[src/rtl/cpu_pkg.sv]
// Shared definitions for the 20-bit CPU status/flow logic: widths,
// flow opcodes, status bit positions and the flow unit state enum.
package cpu_pkg;

  localparam int WORD_W = 20;
  localparam int HALF_W = 10;

  localparam logic [WORD_W-1:0] TRAP_VEC = 20'h00040;

  localparam logic [3:0] OP_NOP  = 4'd0;
  localparam logic [3:0] OP_ALU  = 4'd1;
  localparam logic [3:0] OP_JMP  = 4'd2;
  localparam logic [3:0] OP_JZ   = 4'd3;
  localparam logic [3:0] OP_JS   = 4'd4;
  localparam logic [3:0] OP_JZS  = 4'd5;
  localparam logic [3:0] OP_LSR  = 4'd6;
  localparam logic [3:0] OP_XSR  = 4'd7;
  localparam logic [3:0] OP_TRAP = 4'd8;

  localparam int ST_Z = 0;
  localparam int ST_S = 1;
  localparam int ST_C = 2;
  localparam int ST_M = 3;
  localparam int ST_T = 4;

  typedef enum logic {S_RUN = 1'b0, S_TRAP = 1'b1} state_t;

endpackage

[src/rtl/flag_branch_unit_if.sv]
// Retire-side bus between the ALU/issue stage and the flow unit.
interface flag_branch_unit_if;
  import cpu_pkg::*;

  logic              in_valid;
  logic              in_ready;
  logic [3:0]        op;
  logic              mode;
  logic [WORD_W-1:0] alu_res;
  logic              alu_zero;
  logic              alu_carry;
  logic [2:0]        flag_mask;
  logic [WORD_W-1:0] target;
  logic              trap_clr;
  logic [WORD_W-1:0] pc;
  logic [4:0]        status;
  logic [WORD_W-1:0] epc;
  logic              redirect;

  modport master (
    output in_valid, op, mode, alu_res, alu_zero, alu_carry, flag_mask, target, trap_clr,
    input  in_ready, pc, status, epc, redirect
  );

  modport slave (
    input  in_valid, op, mode, alu_res, alu_zero, alu_carry, flag_mask, target, trap_clr,
    output in_ready, pc, status, epc, redirect
  );
endinterface

[src/rtl/flag_branch_unit_branch_cond.sv]
// Combinational flow decode: whether the op redirects to its target and
// whether it belongs to the trap class (TRAP plus every opcode above it).
module branch_cond
  import cpu_pkg::*;
(
  input  logic [3:0] op,
  input  logic [4:0] status,
  output logic       take,
  output logic       illegal
);

  // Jump condition evaluated against status as it stood before this op
  always_comb begin
    take    = 1'b0;
    illegal = op[3];
    case (op)
      OP_JMP:  take = 1'b1;
      OP_JZ:   take = status[ST_Z];
      OP_JS:   take = status[ST_S];
      OP_JZS:  take = status[ST_Z] | status[ST_S];
      default: take = 1'b0;
    endcase
  end

endmodule

[src/rtl/flag_branch_unit.sv]
// Status register, program counter and trap state for the 20-bit CPU.
// Consumes one retired op per cycle in RUN; TRAP blocks intake until
// trap_clr resumes execution at epc.
module flag_branch_unit
  import cpu_pkg::*;
(
  input logic               clk,
  input logic               rst,
  flag_branch_unit_if.slave bus
);

  state_t            state, state_nx;
  logic [WORD_W-1:0] pc_q, epc_q, pc_inc;
  logic [4:0]        st_q;
  logic              redir_q;
  logic              fire, take, illegal, s_sel;

  branch_cond u_cond (
    .op      (bus.op),
    .status  (st_q),
    .take    (take),
    .illegal (illegal)
  );

  assign fire   = bus.in_valid & (state == S_RUN);
  assign pc_inc = pc_q + 20'd1;
  assign s_sel  = bus.mode ? bus.alu_res[WORD_W-1] : bus.alu_res[HALF_W-1];

  assign bus.in_ready = (state == S_RUN);
  assign bus.pc       = pc_q;
  assign bus.status   = st_q;
  assign bus.epc      = epc_q;
  assign bus.redirect = redir_q;

  // State register
  always_ff @(posedge clk) begin
    if (rst) state <= S_RUN;
    else     state <= state_nx;
  end

  // Next state: enter TRAP on a trap-class op, leave on trap_clr
  always_comb begin
    state_nx = state;
    case (state)
      S_RUN:   if (fire && illegal) state_nx = S_TRAP;
      S_TRAP:  if (bus.trap_clr)    state_nx = S_RUN;
      default: state_nx = S_RUN;
    endcase
  end

  // PC, status, epc and the one-cycle redirect pulse
  always_ff @(posedge clk) begin
    if (rst) begin
      pc_q    <= '0;
      epc_q   <= '0;
      st_q    <= '0;
      redir_q <= 1'b0;
    end else begin
      redir_q <= 1'b0;
      if (state == S_TRAP) begin
        if (bus.trap_clr) begin
          pc_q       <= epc_q;
          st_q[ST_T] <= 1'b0;
          redir_q    <= 1'b1;
        end
      end else if (fire) begin
        if (illegal) begin
          epc_q      <= pc_inc;
          pc_q       <= TRAP_VEC;
          st_q[ST_T] <= 1'b1;
          redir_q    <= 1'b1;
        end else if (take) begin
          pc_q    <= bus.target;
          redir_q <= 1'b1;
        end else begin
          pc_q <= pc_inc;
          case (bus.op)
            OP_ALU: begin
              if (bus.flag_mask[0]) st_q[ST_Z] <= bus.alu_zero;
              if (bus.flag_mask[1]) st_q[ST_S] <= s_sel;
              if (bus.flag_mask[2]) st_q[ST_C] <= bus.alu_carry;
              st_q[ST_M] <= bus.mode;
            end
            // T (bit 4) is owned by trap entry/exit only
            OP_LSR:  st_q[3:0] <= bus.alu_res[3:0];
            OP_XSR:  st_q[3:0] <= st_q[3:0] ^ bus.alu_res[3:0];
            default: ;
          endcase
        end
      end
    end
  end

endmodule

[src/flat_wrapper.sv]
// flat-port wrapper written by rule: the top's interface ports become plain ports
module flag_branch_unit_flat import cpu_pkg::*;
  (clk, rst, bus_in_valid, bus_op, bus_mode, bus_alu_res, bus_alu_zero, bus_alu_carry, bus_flag_mask, bus_target, bus_trap_clr, bus_in_ready, bus_pc, bus_status, bus_epc, bus_redirect);
  flag_branch_unit_if bus_i ();
  input logic clk;
  input logic rst;
  input wire logic [$bits(bus_i.in_valid)-1:0] bus_in_valid;
  input wire logic [$bits(bus_i.op)-1:0] bus_op;
  input wire logic [$bits(bus_i.mode)-1:0] bus_mode;
  input wire logic [$bits(bus_i.alu_res)-1:0] bus_alu_res;
  input wire logic [$bits(bus_i.alu_zero)-1:0] bus_alu_zero;
  input wire logic [$bits(bus_i.alu_carry)-1:0] bus_alu_carry;
  input wire logic [$bits(bus_i.flag_mask)-1:0] bus_flag_mask;
  input wire logic [$bits(bus_i.target)-1:0] bus_target;
  input wire logic [$bits(bus_i.trap_clr)-1:0] bus_trap_clr;
  output wire logic [$bits(bus_i.in_ready)-1:0] bus_in_ready;
  output wire logic [$bits(bus_i.pc)-1:0] bus_pc;
  output wire logic [$bits(bus_i.status)-1:0] bus_status;
  output wire logic [$bits(bus_i.epc)-1:0] bus_epc;
  output wire logic [$bits(bus_i.redirect)-1:0] bus_redirect;
  assign bus_i.in_valid = bus_in_valid;
  assign bus_i.op = bus_op;
  assign bus_i.mode = bus_mode;
  assign bus_i.alu_res = bus_alu_res;
  assign bus_i.alu_zero = bus_alu_zero;
  assign bus_i.alu_carry = bus_alu_carry;
  assign bus_i.flag_mask = bus_flag_mask;
  assign bus_i.target = bus_target;
  assign bus_i.trap_clr = bus_trap_clr;
  assign bus_in_ready = bus_i.in_ready;
  assign bus_pc = bus_i.pc;
  assign bus_status = bus_i.status;
  assign bus_epc = bus_i.epc;
  assign bus_redirect = bus_i.redirect;
  flag_branch_unit u_core (.clk(clk), .rst(rst), .bus(bus_i));
endmodule
[config.mk]
export PLATFORM = sky130hd
export DESIGN_NAME = flag_branch_unit_flat
export DESIGN_NICKNAME = d
export VERILOG_FILES = /design/src/rtl/cpu_pkg.sv /design/src/rtl/flag_branch_unit_if.sv /design/src/rtl/flag_branch_unit_branch_cond.sv /design/src/rtl/flag_branch_unit.sv /design/src/flat_wrapper.sv
export SDC_FILE = /design/constraint.sdc
export NUM_CORES = 1
export LEC_CHECK = 0
export ABC_CLOCK_PERIOD_IN_PS = 2400
export CAP_MARGIN = 20
export CORE_ASPECT_RATIO = 1.1
export CORE_MARGIN = 2
export CORE_UTILIZATION = 43
export CTS_CLUSTER_DIAMETER = 100
export DETAILED_ROUTE_END_ITERATION = 8
export PLACE_DENSITY = 0.79
export SYNTH_ARGS = -nofsm -noshare
export SYNTH_HDL_FRONTEND = slang
export SYNTH_SLANG_ARGS = --single-unit
[constraint.sdc]
create_clock -name clk -period 2.4 [get_ports clk]
set_clock_uncertainty 0.2 [all_clocks]
set_input_delay 0.48 -clock clk [delete_from_list [all_inputs] [get_ports clk]]
set_output_delay 0.48 -clock clk [all_outputs]
set_load 0.01 [all_outputs]
Yosys cells after proc, flatten, opt, wreduce, memory -nomap -nowiden
Index checks and enable logic that the tools add are counted.
Widths: inputs -> output; s select.
- reductions and logical operators: 11
- multiply operators: 0
- bitwise gates (word level): 6
- divide/modulo/power cells: 0
- muxes and demuxes: 25
- add/subtract/negate cells: 1
- equal/unequal tests: 11
- $lt $le $gt $ge: 0
- shift operators: 0
- operator list (kind ; number):
    $mux 20 ; 5
    $add 20x1->20 const B ; 1
    $reduce_and 6->1 ; 3
    $eq 4x3->1 const B ; 4
    $mux 1 ; 14
    $pmux 4 s3 ; 1
    $eq 4x2->1 const B ; 2
    $mux 4 ; 2
    $ne 2x2->1 const B ; 4
    $reduce_and 3->1 ; 2
    $mux 5 ; 1
    $reduce_and 5->1 ; 1
    $eq 4x1->1 const B ; 1
    $pmux 1 s4 ; 1
    $reduce_bool 2->1 ; 2
    $xor 4x4->4 ; 1
    $not 1->1 ; 3
    $reduce_bool 3->1 ; 1
    $pmux 1 s2 ; 1
    $reduce_and 2->1 ; 1
    $and 1x1->1 ; 1
    $logic_and 1x1->1 ; 1
    $or 1x1->1 ; 1
- word-level logic and storage cells: 63
- memories kept: 0
- input bits: 54
- register bits: 47
- memory bits (writable): 0
- ROM bits: 0
- bits in latches: 0

Depth between registers and ports, before layout
Gate-level depths: netlist of the first run.
- word-level depth: 7
- mapped depth: 6

Hierarchy
A second synthesis of the first run with hierarchy kept.
- cell total of the unflattened synthesis: 353
- area total of the unflattened synthesis: 2856.5 sq um
- modules (own cells, without submodules) (module ; instances ; area each (sq um) ; cells an instance):
    flag_branch_unit ; 1 ; 2802.7 ; 345
    branch_cond ; 1 ; 53.8 ; 8

Least setup slack after synthesis of the first run
Ideal clock, no wire load.
- kind: input-to-reg
- start: in bus_op[1]
- end: reg u_core.pc_q[1], in the netlist u_core.bus.pc[1]
- library setup time: 0.130 ns
- stages: 5
- data required time: 2.070 ns
- arrival: 1.928 ns
- slack: 0.142 ns
- buffers on the path: 0
- path through: and3b_1 -> o41ai_4 -> mux2_2 -> a221oi_1 -> nor3_2
- longest elaborated chain between the ends: 6
- elaborated cells on any way between the ends: 9
- those cells by class: eq/ne: 4; mux: 5
- ends and longest elaborated chain (item ; line ; text):
    start, declared ; flat_wrapper.sv:8 ; input wire logic [$bits(bus_i.op)-1:0] bus_op;
    $eq 4x3->1 or $eq 4x2->1 (tied branches) ; flag_branch_unit_branch_cond.sv:16 ; case (op)
    $pmux 1 s4 (*) ; flag_branch_unit_branch_cond.sv:16 ;
    $mux 20 (*) ; flag_branch_unit.sv:72 ; end else if (take) begin
    $mux 20 (*) ; flag_branch_unit.sv:67 ; if (illegal) begin
    $mux 20 (*) ; flag_branch_unit.sv:66 ; end else if (fire) begin
    $mux 20 (*) ; flag_branch_unit.sv:60 ; if (state == S_TRAP) begin
    end signal, assigned ; flag_branch_unit.sv:62 ; pc_q <= epc_q;
    end signal, assigned ; flag_branch_unit.sv:73 ; pc_q <= bus.target;
    end signal, assigned ; flag_branch_unit.sv:76 ; pc_q <= pc_inc;
    end, declared ; flag_branch_unit.sv:13 ; logic [WORD_W-1:0] pc_q, epc_q, pc_inc;
Every way passes the cells marked *; elsewhere a longest branch is shown, timed or not. The select of a mux whose other input is x is not followed.
A chain may end at the register's enable or synchronous reset.

Final worst setup path of the first run
- start: reg u_core.state
- end: out bus_in_ready
- longest elaborated chain between the ends: 1
- ends and longest elaborated chain (item ; line ; text):
    start, declared ; flag_branch_unit.sv:12 ; state_t state, state_nx;
    start signal, assigned ; flag_branch_unit.sv:38 ; else state <= state_nx;
    $not 1->1 (no source line) ; -- ;
    end, declared ; flat_wrapper.sv:16 ; output wire logic [$bits(bus_i.in_ready)-1:0] bus_in_ready;
No other way between the ends.

==> impl_metrics.tcl, run 1 <==
set metrics [dict create \
    outcome "finished clean" \
    antenna_found_initial 0 \
    rsz0062_at_grt "no" \
    final.setup.tns_ps 0 \
    max_freq_mhz 447 \
    hold_viol 0 \
    grt_max_degree 34 \
    crit-reg2reg-launch "u_core.bus.pc[0]" \
    grt_pass1_wl_mm 13.2 \
    p_clk_frac 0.273 \
    whs_endpoint "u_core.bus.status[4]" \
    fillers 491 \
    cp_slowest_cell "dfxtp_1" \
    p_int_mw 1.32 \
    ys_warn_count 0 \
    grtUsageMet1 0.326 \
    hp-class "flop to flop" \
    overflow 0 \
    clock-root-buffer "clkbuf_8" \
    reg2reg_to "u_core.bus.epc[18]" \
    n_antenna_cell 0 \
    grt.total_usage 0.246 \
    clock_latency_ps 320 \
    drt-initial-drc-count 160 \
    vias 2884 \
    start_util 0.450 \
    cts-hold-fix-buffers 0 \
    synthFlopType "dfxtp_1" \
    crit_fanout 14 \
    numCtsBuffers 5 \
    clock_sinks 47 \
    synth_cells 325 \
    core-area_um2 5810 \
    startpoint_type "flop" \
    path_buf_inv 2 \
    postSynthAreaPerCell_um2 8.04 \
    path_delay_family "flip-flops" \
    layout-area-overhead-vs-synth_pct 49.2 \
    ant_nets 0 \
    synth_top_area_share 0.360 \
    leakagePower_nw 1.48 \
    std_cell_rows 29 \
    drc 0 \
    p_switching_mw 0.563 \
    cts_buffer_depth 2 \
    via_per_inst 5.67 \
    die_area_um2 6720 \
    grt-busiest-layer "met2" \
    reg2reg_depth 6 \
    grt_use_met3 0.0442 \
    utilization 0.672 \
    synth_area_leader_cell "dfxtp_1" \
    pwr-share-comb 0.259 \
    ys_async_sr_fraction 0 \
    crit_chain "inv_1, clkdlybuf4s50_1" \
    synth_seq_cells 47 \
    yosysSeqAreaShare 0.360 \
    clkTransAtPathRegs_ps 80 \
    drtPass1Iterations 5 \
    finalCritPeriodShare 0.933 \
    setup_viol 0 \
    arrival_ps 1560 \
    power_density_nw_per_um2 483 \
    final-seq-area_um2 941 \
    slowest_delay_ps 640 \
    io_pins 101 \
    synth_fp_nets 380 \
    slew_viol_final 0 \
    drive_above_1_share 0.137 \
    worst_pin_slew_ps 640 \
    gp_congestion 0.892 \
    power_frac_seq 0.468 \
    p_sw_frac 0.299 \
    required_ps 1720 \
    htree_num_levels 2 \
    grt_pass1_vias 2751 \
    die_w_um 78.3 \
    crit_type "flop to primary output" \
    final_nets 487 \
    dp_hpwl_mm 5.91 \
    die_h_um 85.8 \
    ir_drop_mv 0.330 \
    reg2reg_slack_ps 230 \
    cp-end-kind "primary output" \
    syn-cell-area_um2 2610 \
    fin_crit_ps 2240 \
    drv_cap 0 \
    slew_headroom 0.574 \
    cts_tree "built" \
    port_buffers 86 \
    multiInputGateArea_um2 1590 \
    use_met2 0.411 \
    wl_mm 8.16 \
    synth_edf_count 0 \
    ys_types 51 \
    worstHoldStart "u_core.bus.status[4]" \
    wl_per_cell_um 16.0 \
    hold_depth 2 \
    synth_area_leaders "dfxtp_1 (36%), nor2_1 (7.2%), a211oi_1 (5.2%)" \
]
-- synth_stat cells, types with 4 or more instances --
library cell and n:
nand4_1 4, mux2i_1 9, nand2_1 30, a21oi_1 21, dfxtp_1 47, xor2_1 15, nor2_1 50, a211oi_1 18
o21ai_0 9, xnor2_1 6, a32oi_1 5, nor4_1 8, nor3_1 13, o22ai_1 6, nand3_1 6, clkbuf_1 17
inv_1 8
-- logic make-up (layout without fill, tap and decap cells) --
family	count (synthesis)	count (layout)	synth area share
AOI/OAI and AO/OA	87	87	0.239
xor gates and xnor gates	21	21	0.0704
adders and majority gates	1	1	0.00479
buffers and inverters	28	135	0.0450
DFF	47	47	0.360
muxes	11	11	0.0431
and+or+nand+nor	130	130	0.238
-- metal layers --
metal,up-vias,part of all wire,wire length (um)
li1,1408,-,-
met1,1359,0.43,3510
met2,107,0.49,4000
met3,10,0.064,522
met4,0,0.015,121
met5,-,0,0
-- per-stage QoR --
step | cell area, um2 | hold slack (ps) | cells | power [mW] | worst slack (ps)
4_1_cts | 3880 | 273 | 509 | 1.88 | 0.333
6_report | 3900 | 265 | 509 | 1.88 | 161
3_5_place_dp | 3730 | 261 | 498 | 1.37 | -492
2_1_floorplan | 2610 | 281 | 325 | 1.11 | 142
3_3_place_gp | 3730 | 250 | 498 | 1.36 | -428
5_1_grt | 3900 | 318 | 509 | 1.97 | 47.5
-- how the worst max path moves through the flow --
stage / startpoint / cells after the start / to / slack, ps
after global placement: bus_op[1] / 7 / u_core.bus.pc[8] / -430
after detailed placement: bus_op[1] / 7 / u_core.bus.pc[8] / -490
after global routing: u_core.bus.pc[0] / 7 / u_core.bus.pc[14] / 50
after floorplan: bus_op[1] / 5 / u_core.bus.pc[1] / 140
final: u_core.state / 2 / bus_in_ready / 160
after CTS: bus_op[0] / 7 / u_core.bus.pc[1] / 0.3
-- cell usage in the layout (no fill, tap or decap), types with 5 or more instances in the layout --
cell type        instances
nand2_1                 30
o21ai_0                  9
nand3_1                  6
mux2i_1                  8
nor3_1                  13
inv_1                    8
nor2_1                  48
o22ai_1                  6
dfxtp_1                 47
xnor2_1                  6
a211oi_1                16
buf_4                   30
a21oi_1                 21
clkdlybuf4s50_1         82
nor4_1                   7
a32oi_1                  5
clkbuf_8                 6
xor2_1                  15
-- registers in the layout (all words and copies together), names as in the netlist --
name	count
u_core.bus.epc	20
u_core.bus.pc	20
u_core.bus.status	5
u_core.bus.redirect	1
u_core.state	1
-- cell type report --
cell class              count  share of cell area
clock buffers               6              0.0212
clock inverters             1             0.00225
flip-flops and latches     47               0.241
multi-input cells         250               0.407
repair buffers            120               0.296
inverters                   8             0.00770
well taps                  77              0.0247
-- power by group through the flow --
stage / Clock, mW / Combinational, mW / Sequential [mW]
after floorplan: 0 / 0.204 / 0.910
after global placement: 0 / 0.465 / 0.898
after detailed placement: 0 / 0.474 / 0.899
after CTS: 0.519 / 0.484 / 0.882
after global routing: 0.547 / 0.529 / 0.891
final: 0.514 / 0.488 / 0.883
-- worst min-delay path, cell delays in order, from the launching register on --
cell	delay [ps]
dfxtp_1	320
nand2_1	50
a21oi_1	50
-- timing repair --
item,in CTS,in global routing
buffers inserted,4,0
resized for setup,4,6
pin swaps,1,2
endpoints found under the setup margin,10,10
Power figures use the tool's default switching activity.
==> inputs of run 2 (changes only) <==
--- a/config.mk
+++ b/config.mk
@@ -10,7 +10,7 @@
 export CORE_ASPECT_RATIO = 1.1
 export CORE_MARGIN = 2
 export CORE_UTILIZATION = 43
-export CTS_CLUSTER_DIAMETER = 100
+export CTS_CLUSTER_DIAMETER = 80
 export DETAILED_ROUTE_END_ITERATION = 8
 export PLACE_DENSITY = 0.79
 export SYNTH_ARGS = -nofsm -noshare
==> results of run 2 <==
Final layout, timing and power as in run 1 (identical DEF).
==> inputs of run 3 (changes only) <==
--- a/config.mk
+++ b/config.mk
@@ -6,7 +6,6 @@
 export NUM_CORES = 1
 export LEC_CHECK = 0
 export ABC_CLOCK_PERIOD_IN_PS = 2400
-export CAP_MARGIN = 20
 export CORE_ASPECT_RATIO = 1.1
 export CORE_MARGIN = 2
 export CORE_UTILIZATION = 43
==> results of run 3 <==
Final layout, timing and power as in run 1 (identical DEF).
